$ cat src/rtl/verdict_ser_pkg.sv
// Shared types and constants for the RTLola verdict serializer.
// VERDICT_SER_CRC_EN adds the CRC state used to append a CRC-8 byte to each frame.
package verdict_ser_pkg;

  localparam int TS_W     = 32;
  localparam int TS_BYTES = TS_W / 8;
  localparam int IDX_W    = (TS_BYTES > 8) ? $clog2(TS_BYTES) : 3;

  localparam logic [7:0] HDR_BYTE = 8'hA5;
  localparam logic [7:0] CRC_POLY = 8'h07;

  typedef struct packed {
    logic [TS_W-1:0] ts;
    logic [1:0]      mask;
    logic [63:0]     v0;
    logic [63:0]     v1;
  } rec_t;

  typedef enum logic [2:0] {
    ST_IDLE = 3'd0,
    ST_HDR  = 3'd1,
    ST_MASK = 3'd2,
    ST_TS   = 3'd3,
    ST_V0   = 3'd4,
    ST_V1   = 3'd5
`ifdef VERDICT_SER_CRC_EN
    , ST_CRC = 3'd6
`endif
  } state_t;

  // CRC-8, MSB first, no reflection: fold one byte into the running remainder.
  function automatic logic [7:0] crc8_update(input logic [7:0] crc, input logic [7:0] data);
    logic [7:0] c;
    c = crc ^ data;
    for (int i = 0; i < 8; i++) begin
      if (c[7]) begin
        c = {c[6:0], 1'b0} ^ CRC_POLY;
      end else begin
        c = {c[6:0], 1'b0};
      end
    end
    return c;
  endfunction

endpackage

$ cat src/rtl/verdict_fifo.sv
// Synchronous record FIFO; a push into a full FIFO is taken only when a pop happens on the same edge.
module verdict_fifo
  import verdict_ser_pkg::*;
#(
  parameter int DEPTH = 8
) (
  input  logic                   clk,
  input  logic                   rst_n,
  input  logic                   push_i,
  input  rec_t                   wr_data_i,
  input  logic                   pop_i,
  output rec_t                   rd_data_o,
  output logic                   full_o,
  output logic                   empty_o,
  output logic [$clog2(DEPTH):0] level_o
);

  localparam int AW = $clog2(DEPTH);

  logic [AW-1:0] wr_ptr_q;
  logic [AW-1:0] rd_ptr_q;
  logic [AW:0]   count_q;
  rec_t          mem_q [DEPTH];
  logic          push_ok_s;
  logic          pop_ok_s;

  // Accept/consume qualification and status flags.
  always_comb begin
    full_o    = (count_q == (AW+1)'(DEPTH));
    empty_o   = (count_q == (AW+1)'(0));
    push_ok_s = push_i & (~full_o | pop_i);
    pop_ok_s  = pop_i & ~empty_o;
    rd_data_o = mem_q[rd_ptr_q];
    level_o   = count_q;
  end

  // Pointer and occupancy bookkeeping.
  always_ff @(posedge clk or negedge rst_n) begin
    if (!rst_n) begin
      wr_ptr_q <= AW'(0);
      rd_ptr_q <= AW'(0);
      count_q  <= (AW+1)'(0);
    end else begin
      if (push_ok_s) begin
        wr_ptr_q <= wr_ptr_q + AW'(1);
      end
      if (pop_ok_s) begin
        rd_ptr_q <= rd_ptr_q + AW'(1);
      end
      case ({push_ok_s, pop_ok_s})
        2'b10:   count_q <= count_q + (AW+1)'(1);
        2'b01:   count_q <= count_q - (AW+1)'(1);
        default: count_q <= count_q;
      endcase
    end
  end

  // Record storage; contents are don't-care until written.
  always_ff @(posedge clk) begin
    if (push_ok_s) begin
      mem_q[wr_ptr_q] <= wr_data_i;
    end
  end

endmodule

$ cat src/rtl/verdict_serializer.sv
// Captures active RTLola monitor outputs with a timestamp and streams them as byte frames.
// Define VERDICT_SER_CRC_EN to append a CRC-8 over mask, timestamp and value bytes.
module verdict_serializer
  import verdict_ser_pkg::*;
#(
  parameter int DEPTH = 8
) (
  input  logic                   clk,
  input  logic                   rst,
  input  logic                   en,
  input  logic signed [63:0]     output_0,
  input  logic                   output_0_aktv,
  input  logic signed [63:0]     output_1,
  input  logic                   output_1_aktv,
  output logic [7:0]             tx_data,
  output logic                   tx_valid,
  input  logic                   tx_ready,
  output logic [15:0]            drop_cnt,
  output logic [$clog2(DEPTH):0] fifo_level
);

  logic [TS_W-1:0]          ts_q;
  logic [TS_W-1:0]          ts_d;
  logic [15:0]              drop_q;
  logic [15:0]              drop_d;
  state_t                   state_q;
  logic [IDX_W-1:0]         idx_q;
  rec_t                     hold_q;
  logic [7:0]               tx_data_q;
  logic                     tx_valid_q;

  logic                     cap_s;
  rec_t                     cap_rec_s;
  rec_t                     fifo_rd_s;
  logic                     fifo_full_s;
  logic                     fifo_empty_s;
  logic [$clog2(DEPTH):0]   fifo_level_s;
  logic                     pop_s;
  logic                     drop_s;
  logic                     hs_s;
  logic [IDX_W-1:0]         idx_inc_s;
  logic                     ts_last_s;
  logic                     val_last_s;
  logic [TS_W-1:0]          ts_shift_s;
  logic [63:0]              v0_shift_s;
  logic [63:0]              v1_shift_s;

  // Capture, pop and handshake qualifiers; shifted copies give the next MSB-first byte.
  always_comb begin
    cap_s          = en & (output_0_aktv | output_1_aktv);
    cap_rec_s.ts   = ts_q;
    cap_rec_s.mask = {output_1_aktv, output_0_aktv};
    cap_rec_s.v0   = output_0;
    cap_rec_s.v1   = output_1;
    pop_s          = (state_q == ST_IDLE) & ~fifo_empty_s;
    drop_s         = cap_s & fifo_full_s & ~pop_s;
    hs_s           = tx_valid_q & tx_ready;
    idx_inc_s      = idx_q + IDX_W'(1);
    ts_last_s      = (idx_q == IDX_W'(TS_BYTES - 1));
    val_last_s     = (idx_q == IDX_W'(7));
    ts_shift_s     = hold_q.ts << {idx_inc_s, 3'b000};
    v0_shift_s     = hold_q.v0 << {idx_inc_s, 3'b000};
    v1_shift_s     = hold_q.v1 << {idx_inc_s, 3'b000};
  end

  // Next-state for the timestamp and the saturating drop counter.
  always_comb begin
    if (en) begin
      ts_d = ts_q + TS_W'(1);
    end else begin
      ts_d = ts_q;
    end
    if (drop_s && (drop_q != 16'hFFFF)) begin
      drop_d = drop_q + 16'd1;
    end else begin
      drop_d = drop_q;
    end
  end

  // Timestamp and drop counter registers.
  always_ff @(posedge clk or negedge rst) begin
    if (!rst) begin
      ts_q   <= TS_W'(0);
      drop_q <= 16'h0000;
    end else begin
      ts_q   <= ts_d;
      drop_q <= drop_d;
    end
  end

  verdict_fifo #(
    .DEPTH(DEPTH)
  ) u_fifo (
    .clk      (clk),
    .rst_n    (rst),
    .push_i   (cap_s),
    .wr_data_i(cap_rec_s),
    .pop_i    (pop_s),
    .rd_data_o(fifo_rd_s),
    .full_o   (fifo_full_s),
    .empty_o  (fifo_empty_s),
    .level_o  (fifo_level_s)
  );

`ifdef VERDICT_SER_CRC_EN
  logic [7:0] crc_q;
  logic [7:0] crc_next_s;

  assign crc_next_s = crc8_update(crc_q, tx_data_q);

  // Running CRC: cleared while the header is on the wire, folded on each later accepted byte.
  always_ff @(posedge clk or negedge rst) begin
    if (!rst) begin
      crc_q <= 8'h00;
    end else if (state_q == ST_HDR) begin
      crc_q <= 8'h00;
    end else if (hs_s && (state_q inside {ST_MASK, ST_TS, ST_V0, ST_V1})) begin
      crc_q <= crc_next_s;
    end
  end
`endif

  // Frame FSM: tx_data is loaded with the following byte on each accepted byte.
  always_ff @(posedge clk or negedge rst) begin
    if (!rst) begin
      state_q    <= ST_IDLE;
      idx_q      <= IDX_W'(0);
      hold_q     <= '0;
      tx_data_q  <= 8'h00;
      tx_valid_q <= 1'b0;
    end else begin
      case (state_q)
        ST_IDLE: begin
          if (!fifo_empty_s) begin
            hold_q     <= fifo_rd_s;
            state_q    <= ST_HDR;
            tx_valid_q <= 1'b1;
            tx_data_q  <= HDR_BYTE;
          end
        end
        ST_HDR: begin
          if (hs_s) begin
            state_q   <= ST_MASK;
            tx_data_q <= {6'b000000, hold_q.mask};
          end
        end
        ST_MASK: begin
          if (hs_s) begin
            state_q   <= ST_TS;
            idx_q     <= IDX_W'(0);
            tx_data_q <= hold_q.ts[TS_W-1 -: 8];
          end
        end
        ST_TS: begin
          if (hs_s) begin
            if (ts_last_s) begin
              idx_q <= IDX_W'(0);
              if (hold_q.mask[0]) begin
                state_q   <= ST_V0;
                tx_data_q <= hold_q.v0[63:56];
              end else begin
                state_q   <= ST_V1;
                tx_data_q <= hold_q.v1[63:56];
              end
            end else begin
              idx_q     <= idx_inc_s;
              tx_data_q <= ts_shift_s[TS_W-1 -: 8];
            end
          end
        end
        ST_V0: begin
          if (hs_s) begin
            if (!val_last_s) begin
              idx_q     <= idx_inc_s;
              tx_data_q <= v0_shift_s[63:56];
            end else if (hold_q.mask[1]) begin
              state_q   <= ST_V1;
              idx_q     <= IDX_W'(0);
              tx_data_q <= hold_q.v1[63:56];
            end else begin
`ifdef VERDICT_SER_CRC_EN
              state_q    <= ST_CRC;
              tx_data_q  <= crc_next_s;
`else
              state_q    <= ST_IDLE;
              tx_valid_q <= 1'b0;
              tx_data_q  <= 8'h00;
`endif
            end
          end
        end
        ST_V1: begin
          if (hs_s) begin
            if (!val_last_s) begin
              idx_q     <= idx_inc_s;
              tx_data_q <= v1_shift_s[63:56];
            end else begin
`ifdef VERDICT_SER_CRC_EN
              state_q    <= ST_CRC;
              tx_data_q  <= crc_next_s;
`else
              state_q    <= ST_IDLE;
              tx_valid_q <= 1'b0;
              tx_data_q  <= 8'h00;
`endif
            end
          end
        end
`ifdef VERDICT_SER_CRC_EN
        ST_CRC: begin
          if (hs_s) begin
            state_q    <= ST_IDLE;
            tx_valid_q <= 1'b0;
            tx_data_q  <= 8'h00;
          end
        end
`endif
        default: begin
          state_q    <= ST_IDLE;
          tx_valid_q <= 1'b0;
          tx_data_q  <= 8'h00;
        end
      endcase
    end
  end

  assign tx_data    = tx_data_q;
  assign tx_valid   = tx_valid_q;
  assign drop_cnt   = drop_q;
  assign fifo_level = fifo_level_s;

endmodule

$ cat config.mk
export PLATFORM = sky130hd
export DESIGN_NAME = verdict_serializer
export DESIGN_NICKNAME = d
export VERILOG_FILES = /design/src/rtl/verdict_ser_pkg.sv /design/src/rtl/verdict_fifo.sv /design/src/rtl/verdict_serializer.sv
export SDC_FILE = /design/constraint.sdc
export NUM_CORES = 1
export LEC_CHECK = 0
export ABC_AREA = 1
export CAP_MARGIN = 20
export CORE_AREA = 3 3 341 411
export DETAILED_ROUTE_END_ITERATION = 16
export DIE_AREA = 0 0 344 414
export MAX_ROUTING_LAYER = met4
export PLACE_DENSITY = 0.66
export SLEW_MARGIN = 20
export SYNTH_ARGS = -nofsm -noshare
export SYNTH_HDL_FRONTEND = slang
export SYNTH_HIERARCHICAL = 1
export SYNTH_SLANG_ARGS = --single-unit
export TNS_END_PERCENT = 50
$ cat constraint.sdc
create_clock -name clk -period 11.7 [get_ports clk]
set_input_delay 1.755 -clock clk [delete_from_list [all_inputs] [get_ports clk]]
set_output_delay 1.755 -clock clk [all_outputs]
set_load 0.02 [all_outputs]
==> impl_metrics.sql <==
INSERT INTO impl_metrics (metric_group, metric, value, unit) VALUES
('run_status', 'run_status', 'complete, no violations', ''),
('timing', 'whs', '0.514', 'ns'),
('floorplan', 'placement_rows', '149', ''),
('route', 'route.vias.total', '45900', ''),
('setup_path', 'worst_setup_path_startpoint', 'en', ''),
('floorplan', 'i_o_pins', '163', ''),
('setup_path', 'worst_setup_path_start_kind', 'input port', ''),
('setup_path', 'critical_path_arrival', '6.12', 'ns'),
('setup_path', 'critPathKind', 'in2reg', ''),
('layout', 'fin_cells', '9269', ''),
('placement', 'numPortBuffers', '162', ''),
('setup_path', 'reg2reg_slack', '6.67', 'ns'),
('timing', 'final-setup-viol-count', '0', ''),
('setup_path', 'timing.critical_path.fanout_max', '42', ''),
('global_route', 'global_route.overflow_total', '0', ''),
('layout', 'syn_to_final_growth', '11.5', '%'),
('placement', 'place.gp.congestion', '0.905', ''),
('clock_network', 'cts_inserted_buffers', '153', ''),
('hold_path', 'worstHoldPathType', 'reg2reg', ''),
('layout', 'final_cell_mix', '2678 x sky130_fd_sc_hd__nand2_1, 1351 x sky130_fd_sc_hd__nor2_1, 1296 x sky130_fd_sc_hd__edfxtp_1, 880 x sky130_fd_sc_hd__inv_1, 231 x sky130_fd_sc_hd__dfrtp_1', ''),
('floorplan', 'initial_core_util', '0.497', ''),
('timing', 'slew_violations', '0', ''),
('timing', 'finalWorstPathRequiredPeriod', '5.71', 'ns'),
('synth', 'gate_count_of_the_mapped_netlist', '7281', ''),
('timing', 'timing.max_slew.rel_slack', '0.223', ''),
('pwr', 'cellLeakagePower', '0.0329', 'uW'),
('synth', 'yosys_warn_count', '6', ''),
('synth', 'syn-mean-instance-area', '9.35', 'sq um'),
('clock_network', 'clock-root-buffer', 'sky130_fd_sc_hd__clkbuf_16', ''),
('floorplan', 'core_area', '0.137', 'sq mm'),
('setup_path', 'critical_path.reg2reg.endpoint', 'u_fifo/mem_q[0][38]', ''),
('synth', 'synth_net_count', '7430', ''),
('synth', 'synthArstFlopShare', '0.153', ''),
('layout', 'post_route_cells_drive_above_1_share', '0.0474', ''),
('timing', 'final.setup.tns', '0', 'ns'),
('route', 'wl_per_cell', '17.3', 'microns'),
('layout', 'layout_commonest_cell', 'sky130_fd_sc_hd__nand2_1', ''),
('floorplan', 'die_height', '414', 'microns'),
('synth', 'post_synth_instance_area', '0.0681', 'sq mm'),
('clock_network', 'cts-resized-gates', '0', ''),
('setup_path', 'end_kind', 'register', ''),
('synth', 'post_synth_num_cell_types', '40', ''),
('clock_network', 'clock_latency_on_the_worst_skew_pair', '0.80', 'ns'),
('synth', 'ys_seq_area_frac', '0.658', ''),
('flow_run', 'max_cap_check_violation_count', '0', ''),
('timing', 'timing_hold_violations_final', '0', ''),
('clock_network', 'cts.htree.levels', '4', ''),
('timing', 'timing.fmax', '175', 'MHz'),
('floorplan', 'die_area', '0.142', 'sq mm'),
('timing', 'rsz0062_at_grt', 'false', ''),
('clock_network', 'clock_tree_from_tritoncts', 'done', ''),
('setup_path', 'rr_startpoint', 'state_q[2]', ''),
('global_route', 'largest_net_degree_at_the_start_of_global_routing', '273', ''),
('clock_network', 'tritoncts_num_sinks', '1531', ''),
('route', 'ant_nets', '0', ''),
('setup_path', 'crit_end', 'u_fifo/mem_q[0][38]', ''),
('floorplan', 'fp.dieW', '344', 'microns'),
('synth', 'synth-edff-count', '1296', ''),
('global_route', 'wire_length_of_the_first_global_routing_pass', '249000', 'microns'),
('placement', 'placedCellCount', '8980', ''),
('synth', 'synth_flop_cell', 'sky130_fd_sc_hd__edfxtp_1', ''),
('placement', 'dp_hpwl', '88800', 'microns'),
('layout', 'layout.nets', '7473', ''),
('route', 'count_of_unresolved_drc_violations_after_routing', '0', ''),
('route', 'dr.pass1.iters', '7', ''),
('setup_path', 'reg2reg_depth', '12', ''),
('global_route', 'grt_antenna_before_repair', '4', ''),
('timing', 'worst_pin_slew', '1.17', 'ns'),
('timing', 'clock-skew-final', '0.0271', 'ns'),
('timing', 'min_period_over_period', '0.488', ''),
('synth', 'yosys_register_bits', '1531', '');
[power breakdown]
| group | internal, uW | leakage (uW) | switching, uW | total (uW) |
|---|---|---|---|---|
| registers | 6800 | 0.0146 | 416 | 7220 |
| logic | 1850 | 0.0159 | 4520 | 6370 |
| clock network | 2810 | 0.00246 | 2080 | 4880 |
| total | 11500 | 0.0329 | 7010 | 18500 |
[logic make-up after synthesis]
group / after synthesis / synth area share
and+or+nand+nor: 4268 / 0.241
DFF: 1531 / 0.658
buffers and inverters: 1216 / 0.0748
AOI/OAI and AO/OA: 212 / 0.0180
xor gates and xnor gates: 39 / 0.00502
adders and majority gates: 15 / 0.00287
[state kept, by name (all words and copies together) (netlist names)]
signal and cells:
u_fifo/mem_q 1296, hold_q 162, ts_q 32, drop_cnt 16, tx_data 8, u_fifo/level_o 4, idx_q 3, state_q 3
u_fifo/rd_ptr_q 3, u_fifo/wr_ptr_q 3, tx_valid 1
[critical path, stage by stage]
cell                              delay (ns)
sky130_fd_sc_hd__clkdlybuf4s50_1        0.90
sky130_fd_sc_hd__o21ai_0                0.48
sky130_fd_sc_hd__inv_1                  0.25
sky130_fd_sc_hd__nand3b_1               0.37
sky130_fd_sc_hd__nor2_4                 0.80
sky130_fd_sc_hd__buf_4                  0.78
sky130_fd_sc_hd__buf_4                  0.66
[synth_stat cells, drive strengths merged, types with 2 or more instances]
master  instances  area share
a21oi           6     0.00050
a31oi           4     0.00037
and3            2     0.00018
buf           250       0.021
clkbuf         74      0.0041
clkinv          2     0.00011
dfrtp         235       0.086
edfxtp       1296        0.57
ha             14      0.0026
inv           890       0.049
nand2        2684        0.15
nand3         166       0.012
nand3b          4     0.00044
nand4          11      0.0010
nor2         1371       0.077
nor3           27      0.0020
o211ai          9     0.00099
o21ai         190       0.016
xnor2          13      0.0017
xor2           26      0.0033
[area by class of cell]
cell class	instances	area, sq um	share of cell area
Antenna cell	4	10.0	0.000132
Clock buffer	197	4170	0.0549
Clock inverter	87	875	0.0115
Inverter	892	3360	0.0443
Multi-Input combinational cell	4534	18200	0.240
Sequential cell	1531	44800	0.591
Tap cell	1812	2270	0.0299
Timing Repair Buffer	212	2130	0.0281
[per-stage QoR]
stage	util	setup slack, ns	cell area (sq um)	power (uW)
2_1_floorplan	-	2.03	68100	12100
3_3_place_gp	0.517	5.17	70800	13500
3_5_place_dp	0.517	5.13	70800	13700
4_1_cts	0.554	5.98	75800	18600
5_1_grt	0.554	5.77	75900	19700
6_report	0.554	5.99	75900	18500
[worst min path at each step]
stage	startpoint	end	slack [ns]	cells after the start
finish	drop_cnt[5]	drop_cnt[5]	0.51	2
CTS	drop_cnt[5]	drop_cnt[5]	0.51	2
floorplan	hold_q[112]	hold_q[112]	0.49	2
global route	drop_cnt[5]	drop_cnt[5]	0.53	2
detailed placement	drop_cnt[5]	drop_cnt[5]	0.49	2
global placement	hold_q[75]	hold_q[75]	0.50	2
[routing by layer]
layer,GRT usage,vias to the layer above,wire (microns)
li1,-,22700,-
met5,-,-,0
met4,0.0631,0,3550
met2,0.382,1234,78300
met1,0.305,21700,69600
met3,0.0352,245,9350
No activity file was read; power rests on OpenSTA's default activity.
